## config.mk

```make
export PLATFORM = sky130hd
export DESIGN_NAME = intr_msg_arbiter_flat
export DESIGN_NICKNAME = d
export VERILOG_FILES = /design/src/rtl/intr_pkg.sv /design/src/rtl/intr_msg_arbiter_if.sv /design/src/rtl/intr_msg_arbiter_rr_arbiter.sv /design/src/rtl/intr_msg_arbiter.sv /design/src/flat_wrapper.sv
export SDC_FILE = /design/constraint.sdc
export NUM_CORES = 1
export LEC_CHECK = 0
export ABC_CLOCK_PERIOD_IN_PS = 5780
export BUFFER_PORTS_ARGS = -buffer_cell sky130_fd_sc_hd__buf_4
export CAP_MARGIN = 20
export CORE_ASPECT_RATIO = 0.7
export CORE_MARGIN = 8
export CORE_UTILIZATION = 55
export DETAILED_ROUTE_END_ITERATION = 8
export MAX_ROUTING_LAYER = met4
export PLACE_DENSITY = 0.83
export SETUP_SLACK_MARGIN = 0.02
export SKIP_LAST_GASP = 1
export SYNTH_ARGS = -nofsm -noshare
export SYNTH_HDL_FRONTEND = slang
export SYNTH_SLANG_ARGS = --single-unit
```

## constraint.sdc

```tcl
create_clock -name clk -period 5.78 [get_ports clk]
set_input_delay 1.156 -clock clk [delete_from_list [all_inputs] [get_ports clk]]
set_output_delay 1.156 -clock clk [all_outputs]
set_load 0.02 [all_outputs]
```

## src/rtl/intr_pkg.sv

```systemverilog
// Shared constants for the interrogation message path: mode codes and
// field positions inside a {peak, mode} detector message.
package intr_pkg;
   localparam logic [7:0] MODE_A   = 8'h01;
   localparam logic [7:0] MODE_C   = 8'h02;
   localparam int         MODE_LSB = 0;
   localparam int         MODE_W   = 8;
   localparam int         PEAK_LSB = 8;
endpackage

```

## src/rtl/intr_msg_arbiter_if.sv

```systemverilog
// Detector-to-arbiter message bus plus the merged valid/ready output.
// master: detectors + downstream sink; slave: the arbiter.
interface intr_msg_arbiter_if #(
   parameter int NCH = 4,
   parameter int MW  = 24
);
   logic [NCH-1:0]         in_valid;
   logic [NCH*MW-1:0]      in_data;
   logic                   out_valid;
   logic                   out_ready;
   logic [MW-1:0]          out_data;
   logic [$clog2(NCH)-1:0] out_ch;

   modport master (
      output in_valid, in_data, out_ready,
      input  out_valid, out_data, out_ch
   );

   modport slave (
      input  in_valid, in_data, out_ready,
      output out_valid, out_data, out_ch
   );
endinterface

```

## src/rtl/intr_msg_arbiter_rr_arbiter.sv

```systemverilog
// Combinational round-robin pick: first set req bit after last, wrapping.
// Ports: req, last in; grant_valid, grant_idx out.
module rr_arbiter #(
   parameter int NCH = 4
) (
   input  logic [NCH-1:0]         req,
   input  logic [$clog2(NCH)-1:0] last,
   output logic                   grant_valid,
   output logic [$clog2(NCH)-1:0] grant_idx
);
   localparam int CW = $clog2(NCH);

   int            j;
   logic [CW-1:0] idx;

   always_comb begin
      grant_valid = 1'b0;
      grant_idx   = '0;
      j           = 0;
      idx         = '0;
      for (int k = 1; k <= NCH; k++) begin
         j = int'(last) + k;
         if (j >= NCH) j = j - NCH;
         idx = CW'(j);
         if (!grant_valid && req[idx]) begin
            grant_valid = 1'b1;
            grant_idx   = idx;
         end
      end
   end
endmodule

```

## src/rtl/intr_msg_arbiter.sv

```systemverilog
// Merges NCH detector strobes into one valid/ready stream with one-deep
// per-channel hold, round-robin grant and dead-time duplicate suppression.
// Ports: clk, rst (sync, high), bus (slave), drop_cnt, dup_cnt, busy.
module intr_msg_arbiter
   import intr_pkg::*;
#(
   parameter int NCH      = 4,
   parameter int WIDTH    = 16,
   parameter int DEAD_CYC = 1500,
   parameter int CNT_W    = 16
) (
   input  logic                 clk,
   input  logic                 rst,
   intr_msg_arbiter_if.slave    bus,
   output logic [CNT_W-1:0]     drop_cnt,
   output logic [CNT_W-1:0]     dup_cnt,
   output logic                 busy
);
   localparam int MW = WIDTH + 8;
   localparam int CW = $clog2(NCH);
   localparam int DW = $clog2(DEAD_CYC + 1);

   localparam logic [0:0] S_EMPTY = 1'b0;
   localparam logic [0:0] S_FULL  = 1'b1;

   logic [0:0]              state_q, state_d;
   logic [NCH-1:0]          pend_q, pend_d;
   logic [NCH-1:0][MW-1:0]  data_q, data_d;
   logic [MW-1:0]           out_data_q, out_data_d;
   logic [CW-1:0]           out_ch_q, out_ch_d;
   logic [CW-1:0]           last_grant_q, last_grant_d;
   logic [DW-1:0]           dead_cnt_q, dead_cnt_d;
   logic [MODE_W-1:0]       last_mode_q, last_mode_d;
   logic [CNT_W-1:0]        drop_cnt_q, drop_cnt_d;
   logic [CNT_W-1:0]        dup_cnt_q, dup_cnt_d;

   logic                    gnt_vld;
   logic [CW-1:0]           gnt_idx;
   logic                    hs, take, dead_act;
   logic [3:0]              ndrop, ndup;
   logic [CNT_W+4:0]        drop_sum, dup_sum;

   rr_arbiter #(.NCH(NCH)) u_rr (
      .req         (pend_q),
      .last        (last_grant_q),
      .grant_valid (gnt_vld),
      .grant_idx   (gnt_idx)
   );

   always_comb begin
      hs           = (state_q == S_FULL) && bus.out_ready;
      // Grant when the output register is free or frees up this cycle.
      take         = gnt_vld && ((state_q == S_EMPTY) || hs);
      dead_act     = (dead_cnt_q != '0);
      state_d      = state_q;
      pend_d       = pend_q;
      data_d       = data_q;
      out_data_d   = out_data_q;
      out_ch_d     = out_ch_q;
      last_grant_d = last_grant_q;
      dead_cnt_d   = dead_cnt_q;
      last_mode_d  = last_mode_q;
      ndrop        = '0;
      ndup         = '0;

      if (take) begin
         state_d      = S_FULL;
         out_data_d   = data_q[gnt_idx];
         out_ch_d     = gnt_idx;
         last_grant_d = gnt_idx;
      end else if (hs) begin
         state_d = S_EMPTY;
      end

      for (int i = 0; i < NCH; i++) begin
         if (take && (gnt_idx == CW'(i))) pend_d[i] = 1'b0;
         if (bus.in_valid[i]) begin
            if (dead_act &&
                bus.in_data[i*MW+MODE_LSB +: MODE_W] == last_mode_q) begin
               ndup = ndup + 4'd1;
            end else if (pend_q[i] && !(take && (gnt_idx == CW'(i)))) begin
               ndrop = ndrop + 4'd1;
            end else begin
               data_d[i] = bus.in_data[i*MW +: MW];
               pend_d[i] = 1'b1;
            end
         end
      end

      if (hs) begin
         dead_cnt_d  = DW'(DEAD_CYC);
         last_mode_d = out_data_q[MODE_LSB +: MODE_W];
      end else if (dead_act) begin
         dead_cnt_d = dead_cnt_q - DW'(1);
      end

      drop_sum   = {5'b0, drop_cnt_q} + {{(CNT_W+1){1'b0}}, ndrop};
      dup_sum    = {5'b0, dup_cnt_q} + {{(CNT_W+1){1'b0}}, ndup};
      drop_cnt_d = (|drop_sum[CNT_W+4:CNT_W]) ? '1 : drop_sum[CNT_W-1:0];
      dup_cnt_d  = (|dup_sum[CNT_W+4:CNT_W]) ? '1 : dup_sum[CNT_W-1:0];
   end

   always_ff @(posedge clk) begin
      if (rst) begin
         state_q      <= S_EMPTY;
         pend_q       <= '0;
         data_q       <= '0;
         out_data_q   <= '0;
         out_ch_q     <= '0;
         last_grant_q <= CW'(NCH - 1);
         dead_cnt_q   <= '0;
         last_mode_q  <= '0;
         drop_cnt_q   <= '0;
         dup_cnt_q    <= '0;
      end else begin
         state_q      <= state_d;
         pend_q       <= pend_d;
         data_q       <= data_d;
         out_data_q   <= out_data_d;
         out_ch_q     <= out_ch_d;
         last_grant_q <= last_grant_d;
         dead_cnt_q   <= dead_cnt_d;
         last_mode_q  <= last_mode_d;
         drop_cnt_q   <= drop_cnt_d;
         dup_cnt_q    <= dup_cnt_d;
      end
   end

   assign bus.out_valid = (state_q == S_FULL);
   assign bus.out_data  = out_data_q;
   assign bus.out_ch    = out_ch_q;
   assign drop_cnt      = drop_cnt_q;
   assign dup_cnt       = dup_cnt_q;
   assign busy          = (|pend_q) || (state_q == S_FULL);
endmodule

```

## src/flat_wrapper.sv

```systemverilog
// flat-port wrapper written by rule: the top's interface ports become plain ports
module intr_msg_arbiter_flat import intr_pkg::*;
#(
   parameter int NCH      = 4,
   parameter int WIDTH    = 16,
   parameter int DEAD_CYC = 1500,
   parameter int CNT_W    = 16
)
  (clk, rst, drop_cnt, dup_cnt, busy, bus_in_valid, bus_in_data, bus_out_ready, bus_out_valid, bus_out_data, bus_out_ch);
  intr_msg_arbiter_if #(.NCH(NCH), .MW((WIDTH + 8))) bus_i ();
  input  logic clk;
  input  logic rst;
  output logic [CNT_W-1:0] drop_cnt;
  output logic [CNT_W-1:0] dup_cnt;
  output logic busy;
  input wire logic [$bits(bus_i.in_valid)-1:0] bus_in_valid;
  input wire logic [$bits(bus_i.in_data)-1:0] bus_in_data;
  input wire logic [$bits(bus_i.out_ready)-1:0] bus_out_ready;
  output wire logic [$bits(bus_i.out_valid)-1:0] bus_out_valid;
  output wire logic [$bits(bus_i.out_data)-1:0] bus_out_data;
  output wire logic [$bits(bus_i.out_ch)-1:0] bus_out_ch;
  assign bus_i.in_valid = bus_in_valid;
  assign bus_i.in_data = bus_in_data;
  assign bus_i.out_ready = bus_out_ready;
  assign bus_out_valid = bus_i.out_valid;
  assign bus_out_data = bus_i.out_data;
  assign bus_out_ch = bus_i.out_ch;
  intr_msg_arbiter #(.NCH(NCH), .WIDTH(WIDTH), .DEAD_CYC(DEAD_CYC), .CNT_W(CNT_W)) u_core (.clk(clk), .rst(rst), .bus(bus_i), .drop_cnt(drop_cnt), .dup_cnt(dup_cnt), .busy(busy));
endmodule
```

# After elaboration in Yosys (flattened, before gate mapping)

Cells that the tools add are included.

Word-level logic and storage cells: 158
Flip-flop bits (word level): 180
Bits of input ports: 103
Output and inout bits: 60

Bitwise gates (word level): 9
Multiplexer cells: 64
Equality and inequality tests: 7
Reductions and logical operators: 38
Order comparisons: 9
Add/subtract/negate cells: 17

Operators with widths:

| cell                                                     | number |
|---|---|
| two-way mux 4 bit                                        | 18 |
| binary-select mux 24 bit (select 2 bit)                  | 1 |
| adder 16 x 4 -> 17 bit                                   | 2 |
| equality test 8 bit                                      | 4 |
| two-way mux 16 bit                                       | 2 |
| two-way mux 1 bit                                        | 28 |
| adder 4 x 1 -> 4 bit, second input constant              | 6 |
| two-way mux 24 bit                                       | 1 |
| two-way mux 11 bit                                       | 2 |
| logical AND 1 bit                                        | 17 |
| two-way mux 2 bit                                        | 8 |
| < comparator 2 x 3 -> 1 bit, second input constant       | 5 |
| AND reduction 3 bit                                      | 4 |
| nonzero test 11 bit                                      | 1 |
| subtractor 11 x 1 -> 11 bit, second input constant       | 1 |
| OR reduction 5 bit                                       | 2 |
| greater-or-equal comparator 3 bit, second input constant | 3 |
| NOT 1 bit                                                | 9 |
| binary-select mux 1 bit (select 2 bit)                   | 4 |
| subtractor 2 x 1 -> 2 bit, second input constant         | 4 |
| zero test 1 bit                                          | 7 |
| adder 2 x 2 -> 3 bit, second input constant              | 2 |
| adder 2 x 3 -> 4 bit, second input constant              | 1 |
| equality test 2 bit, second input constant               | 2 |
| 8 further kinds                                          | 10 |

# Depth between registers and ports, before layout

Word-level depth: 37
Depth in mapped cells: 24
Gate-level depth less buffers: 21

# Hierarchy

Synthesis repeated with hierarchy kept, for this count alone.

Cells, all modules: 882
Area, all modules: 8536.9 µm²

By module, submodules not included:

| module           | cells an instance | times used | area each (µm²) | sequential area each (µm²) |
|---|---|---|---|---|
| intr_msg_arbiter | 868               | 1          | 8445.6          | 3603.5 |
| rr_arbiter       | 14                | 1          | 91.3            | 0.0 |

# Worst setup path before layout

OpenSTA, ideal clock, no wires.

Path type: input-to-reg
From: in bus_out_ready
To: reg u_core.drop_cnt_q[4] (netlist: u_core.drop_cnt[4])
Setup time: 0.071 ns
Slack: 0.431 ns
Cell stages on the path: 20
Required time: 5.709 ns
Arrival: 5.279 ns
Buffers on the path: 3
Path through: inv_1 a21oi_1 clkbuf_1 o311ai_1 nand2_1 inv_2 buf_2 ha_1 mux2_4 ha_1 mux2_4 ha_1 mux2i_1 fa_1 nor2b_1 o21ai_0 a211oi_1 nand3_1 clkbuf_1 a21oi_1

Longest elaborated chain between the ends: 24
Elaborated cells on any way between the ends: 33
Classes of those cells: 4 x add/sub; 13 x mux; 16 x reduce/logical

Ends and longest elaborated chain:

| item                       | line                    | RTL |
|---|---|---|
| from (decl)                | flat_wrapper.sv:18      | `input wire logic [$bits(bus_i.out_ready)-1:0] bus_out_ready;` |
| logical AND 1 bit (*)      | intr_msg_arbiter.sv:51  | `hs = (state_q == S_FULL) && bus.out_ready;` |
| logical OR 1 bit (*)       | intr_msg_arbiter.sv:53  | `take = gnt_vld && ((state_q == S_EMPTY) \|\| hs);` |
| logical AND 1 bit (*)      | intr_msg_arbiter.sv:53  |  |
| logical AND 1 bit          | intr_msg_arbiter.sv:81  | `end else if (pend_q[i] && !(take && (gnt_idx == CW'(i)))) begin` |
| zero test 1 bit            | intr_msg_arbiter.sv:81  |  |
| logical AND 1 bit          | intr_msg_arbiter.sv:81  |  |
| two-way mux 1 bit          | intr_msg_arbiter.sv:81  |  |
| two-way mux 4 bit          | intr_msg_arbiter.sv:78  | `if (dead_act &&` |
| (+8 left out)              | n/a                     |  |
| two-way mux 4 bit          | intr_msg_arbiter.sv:77  | `if (bus.in_valid[i]) begin` |
| adder 4 x 1 -> 4 bit       | intr_msg_arbiter.sv:82  | `ndrop = ndrop + 4'd1;` |
| two-way mux 4 bit          | intr_msg_arbiter.sv:81  |  |
| two-way mux 4 bit          | intr_msg_arbiter.sv:78  |  |
| two-way mux 4 bit (*)      | intr_msg_arbiter.sv:77  |  |
| adder 16 x 4 -> 17 bit (*) | intr_msg_arbiter.sv:97  | `drop_sum = {5'b0, drop_cnt_q} + {{(CNT_W+1){1'b0}}, ndrop};` |
| OR reduction 5 bit         | intr_msg_arbiter.sv:99  | `drop_cnt_d = (\|drop_sum[CNT_W+4:CNT_W]) ? '1 : drop_sum[CNT_W-1:0];` |
| two-way mux 16 bit (*)     | intr_msg_arbiter.sv:99  |  |
| to (signal assigned)       | intr_msg_arbiter.sv:124 | `drop_cnt_q <= drop_cnt_d;` |
| to (decl)                  | intr_msg_arbiter.sv:34  | `logic [CNT_W-1:0] drop_cnt_q, drop_cnt_d;` |

Mark *: on every way between the ends. The rest lies on a longest branch, timed or not.
A chain may end at the register's enable or synchronous reset.

# Worst setup path after layout

From: reg u_core.dead_cnt_q[6]
To: reg u_core.drop_cnt_q[9] (netlist: u_core.drop_cnt[9])

Longest elaborated chain between the ends: 19
Elaborated cells on any way between the ends: 22
Classes of those cells: 4 x add/sub; 12 x mux; 6 x reduce/logical

Ends and longest elaborated chain:

| item                       | line                    | RTL |
|---|---|---|
| from (decl)                | intr_msg_arbiter.sv:32  | `logic [DW-1:0] dead_cnt_q, dead_cnt_d;` |
| from (signal assigned)     | intr_msg_arbiter.sv:122 | `dead_cnt_q <= dead_cnt_d;` |
| nonzero test 11 bit (*)    | intr_msg_arbiter.sv:54  | `dead_act = (dead_cnt_q != '0);` |
| logical AND 1 bit          | intr_msg_arbiter.sv:78  |  |
| two-way mux 4 bit          | intr_msg_arbiter.sv:78  |  |
| two-way mux 4 bit          | intr_msg_arbiter.sv:77  |  |
| adder 4 x 1 -> 4 bit       | intr_msg_arbiter.sv:82  |  |
| two-way mux 4 bit          | intr_msg_arbiter.sv:81  |  |
| two-way mux 4 bit          | intr_msg_arbiter.sv:78  |  |
| two-way mux 4 bit          | intr_msg_arbiter.sv:77  |  |
| (+3 left out)              | n/a                     |  |
| two-way mux 4 bit          | intr_msg_arbiter.sv:77  |  |
| adder 4 x 1 -> 4 bit       | intr_msg_arbiter.sv:82  |  |
| two-way mux 4 bit          | intr_msg_arbiter.sv:81  |  |
| two-way mux 4 bit          | intr_msg_arbiter.sv:78  |  |
| two-way mux 4 bit (*)      | intr_msg_arbiter.sv:77  |  |
| adder 16 x 4 -> 17 bit (*) | intr_msg_arbiter.sv:97  |  |
| OR reduction 5 bit         | intr_msg_arbiter.sv:99  |  |
| two-way mux 16 bit (*)     | intr_msg_arbiter.sv:99  |  |

Marks and branches as above.

==> results.json <==
{
  "wire_per_inst_um": 19.3,
  "grt_use_total_pct": 25.9,
  "rrSetupSlack_ns": 0.38,
  "post-synth-top-count-cell": "dfxtp_1",
  "hold_start": "u_core.bus.out_data[12]",
  "status": "finished, final reports clean",
  "gp_congestion": 0.951,
  "clock_skew_ns": 0.00649,
  "finalSetupViolations": 0,
  "wl_um": 25500,
  "crit_arrival_ns": 5.76,
  "hold_class": "flip-flop to flip-flop",
  "io_buffers": 162,
  "dr_total_vias": 7798,
  "nNetsFinal": 1233,
  "power_leakage_nw": 4.23,
  "ctsResizeCount": 0,
  "fin_tns_setup_ns": 0,
  "start_util_pct": 55.7,
  "synth_common_cells": "dfxtp_1, a21oi_1, nand2_1",
  "hold_buffers": 0,
  "dieArea_um2": 19900,
  "ys_top_cells_by_area": "dfxtp_1, mux2i_1, a21oi_1, xnor2_1, nand2_1",
  "dp_hpwl_um": 17700,
  "die_x_um": 165,
  "crit-reg2reg-launch": "u_core.dead_cnt_q[6]",
  "drive_gt1_share_pct": 20.5,
  "synth_ff_type": "dfxtp_1",
  "finalCritPeriodShare_pct": 93.4,
  "power_mw": 3.48,
  "p_per_area_nw_per_um2": 331,
  "cts.sinks": 180,
  "synthCells": 989,
  "hold_viol": 0,
  "rsz0062_at_grt": "false",
  "p_int_mw": 2.45,
  "n_antenna_cell": 0,
  "reg2reg_depth": 14,
  "drv_slew": 0,
  "h-tree-depth": 4,
  "post_cts_buffers": 0,
  "clock-root-buffer": "clkbuf_16",
  "worstSetupEndpointType": "flip-flop",
  "drt_first_pass_iters": 5,
  "pin_count": 163,
  "maxSlewHeadroom_pct": 26.2,
  "crit_required_ns": 6.14,
  "area_delta_synth_final_pct": 22.8,
  "synth_top_area_share_pct": 42.1,
  "synth-seq-cells": 180,
  "pwr-share-comb_pct": 21.9,
  "ant_nets": 0,
  "rows": 38,
  "fin_util_pct": 68.4,
  "die_h_um": 120,
  "grt_max_degree": 70,
  "drt_iter0_markers": 769,
  "crit_fanout": 26,
  "tightest_slew_ns": 1.11,
  "vdd_drop_max_mv": 0.233,
  "cts_tree": "done",
  "r2r_end": "u_core.drop_cnt[9]",
  "grt_pass1_vias": 7195,
  "drc_errors": 0,
  "cap_violations": 0,
  "synth_top_area_cell": "dfxtp_1",
  "ys_seq_area_share_pct": 42.1,
  "power_frac_seq_pct": 41.5,
  "clockPowerShare_pct": 36.6,
  "viasPerCell": 5.89,
  "hold_depth": 2,
  "synth-edff-count": 0,
  "worstSetupPathType": "flip-flop to flip-flop",
  "antenna_found_initial": 0,
  "crit_path_start_kind": "flip-flop",
  "async_reset_ff_share_pct": 0,
  "synth_area_per_cell_um2": 8.65,
  "globalRouteOverflowTotal": 0,
  "synth_cell_types": 54,
  "switching_share_pct": 29.5,
  "cts_made_buffers": 17,
  "grt_pass1_wl_um": 39300,
  "syn-num-nets": 1110,
  "min_period_ns": 5.40,
  "clock_path_buffers": 2,
  "yosysWarningCount": 0,
  "power.switching_mw": 1.03,
  "coreArea_um2": 15400,
  "cts.clk_slew.worst_paths_ns": 0.07,
  "synth_area_um2": 8550,
  "clk_latency_ns": 0.43,
  "hold-path-endpoint": "u_core.bus.out_data[12]",
  "fmax_mhz": 185
}
-- power by group through the flow --
stage	logic (mW)	clock network, mW	registers (mW)
floorplan	0.504	0	1.46
global placement	0.731	0	1.46
detailed placement	0.745	0	1.46
CTS	0.754	1.28	1.44
global route	0.824	1.33	1.45
finish	0.761	1.27	1.44
-- critical path, stage by stage (launching register included) --
cell and delay, ns:
dfxtp_1 0.35, nor4_1 0.50, and4b_1 0.42, buf_4 0.23, o31a_1 0.89, o211ai_4 0.20, mux2_4 0.36, ha_1 0.29
mux2i_1 0.09, fa_1 0.46, nor2b_1 0.12, o21ai_0 0.17, a211oi_1 0.47, nand3_1 0.48, a21oi_1 0.28
-- final cells by class --
cell class,count,area [um2]
multi-input combinational,717,4570
tap,200,250
fill,1242,4860
inverter,16,60.1
clock buffer,22,484
sequential,180,3600
clock inverter,10,169
timing repair buffer,180,1360
-- stage by stage --
step / area, um2 / setup slack, ns / std cells / hold WS [ns]
after CTS: 10500 / 0.458 / 1324 / 0.454
after floorplan: 8550 / 0.431 / 989 / 0.453
final: 10500 / 0.381 / 1325 / 0.456
after detailed placement: 9830 / 0.0580 / 1292 / 0.444
after global placement: 9830 / 0.243 / 1292 / 0.441
after global routing: 10500 / 0.0394 / 1325 / 0.472
-- how the worst max path moves through the flow --
stage	start	to	slack, ns	cells after the start
after global routing	u_core.dead_cnt_q[6]	u_core.drop_cnt[13]	0.04	14
final	u_core.dead_cnt_q[6]	u_core.drop_cnt[9]	0.38	14
after floorplan	bus_out_ready	u_core.drop_cnt[4]	0.43	20
after CTS	bus_in_data[2]	u_core.drop_cnt[13]	0.46	17
after global placement	bus_in_data[2]	u_core.drop_cnt[0]	0.24	17
after detailed placement	bus_in_data[2]	u_core.drop_cnt[9]	0.06	17
-- per-layer routing --
metal	wire, um	part of all wire, %	track usage, %
met4	262	1.0	5.78
met3	2570	10	6.21
met1	11900	47	37.6
met5	0	0	-
met2	10800	42	35.3
-- registers in the layout, indices dropped and copies added, names as in the netlist, 2 cells and up --
register	count
u_core.bus.out_ch	2
u_core.pend_q	4
u_core.bus.out_data	24
u_core.data_q	96
u_core.last_mode_q	8
u_core.drop_cnt	16
u_core.last_grant_q	2
u_core.dup_cnt	16
u_core.dead_cnt_q	11
-- logic make-up (layout without fill, tap and decap cells) --
logic type      count (synthesis)  after routing  share of synthesized area (%)
xor+xnor                       68             68                           6.97
flops                         180            180                           42.1
fa+ha+maj                      18             18                           2.81
simple gates                  276            276                           15.6
mux                            84             84                           10.0
compound gates                271            271                           17.9
buf+inv                        92            228                           4.54
-- cells in the final DEF (no fill, tap or decap), types with 17 or more instances in the layout --
cell type	n
o21ai_0	66
nand2_1	98
xnor2_1	59
mux2i_1	77
buf_4	179
a21oi_1	148
nand3_1	66
o22a_1	17
dfxtp_1	180
nor2_1	40
clkbuf_16	17
Power figures use the tool's default switching activity.
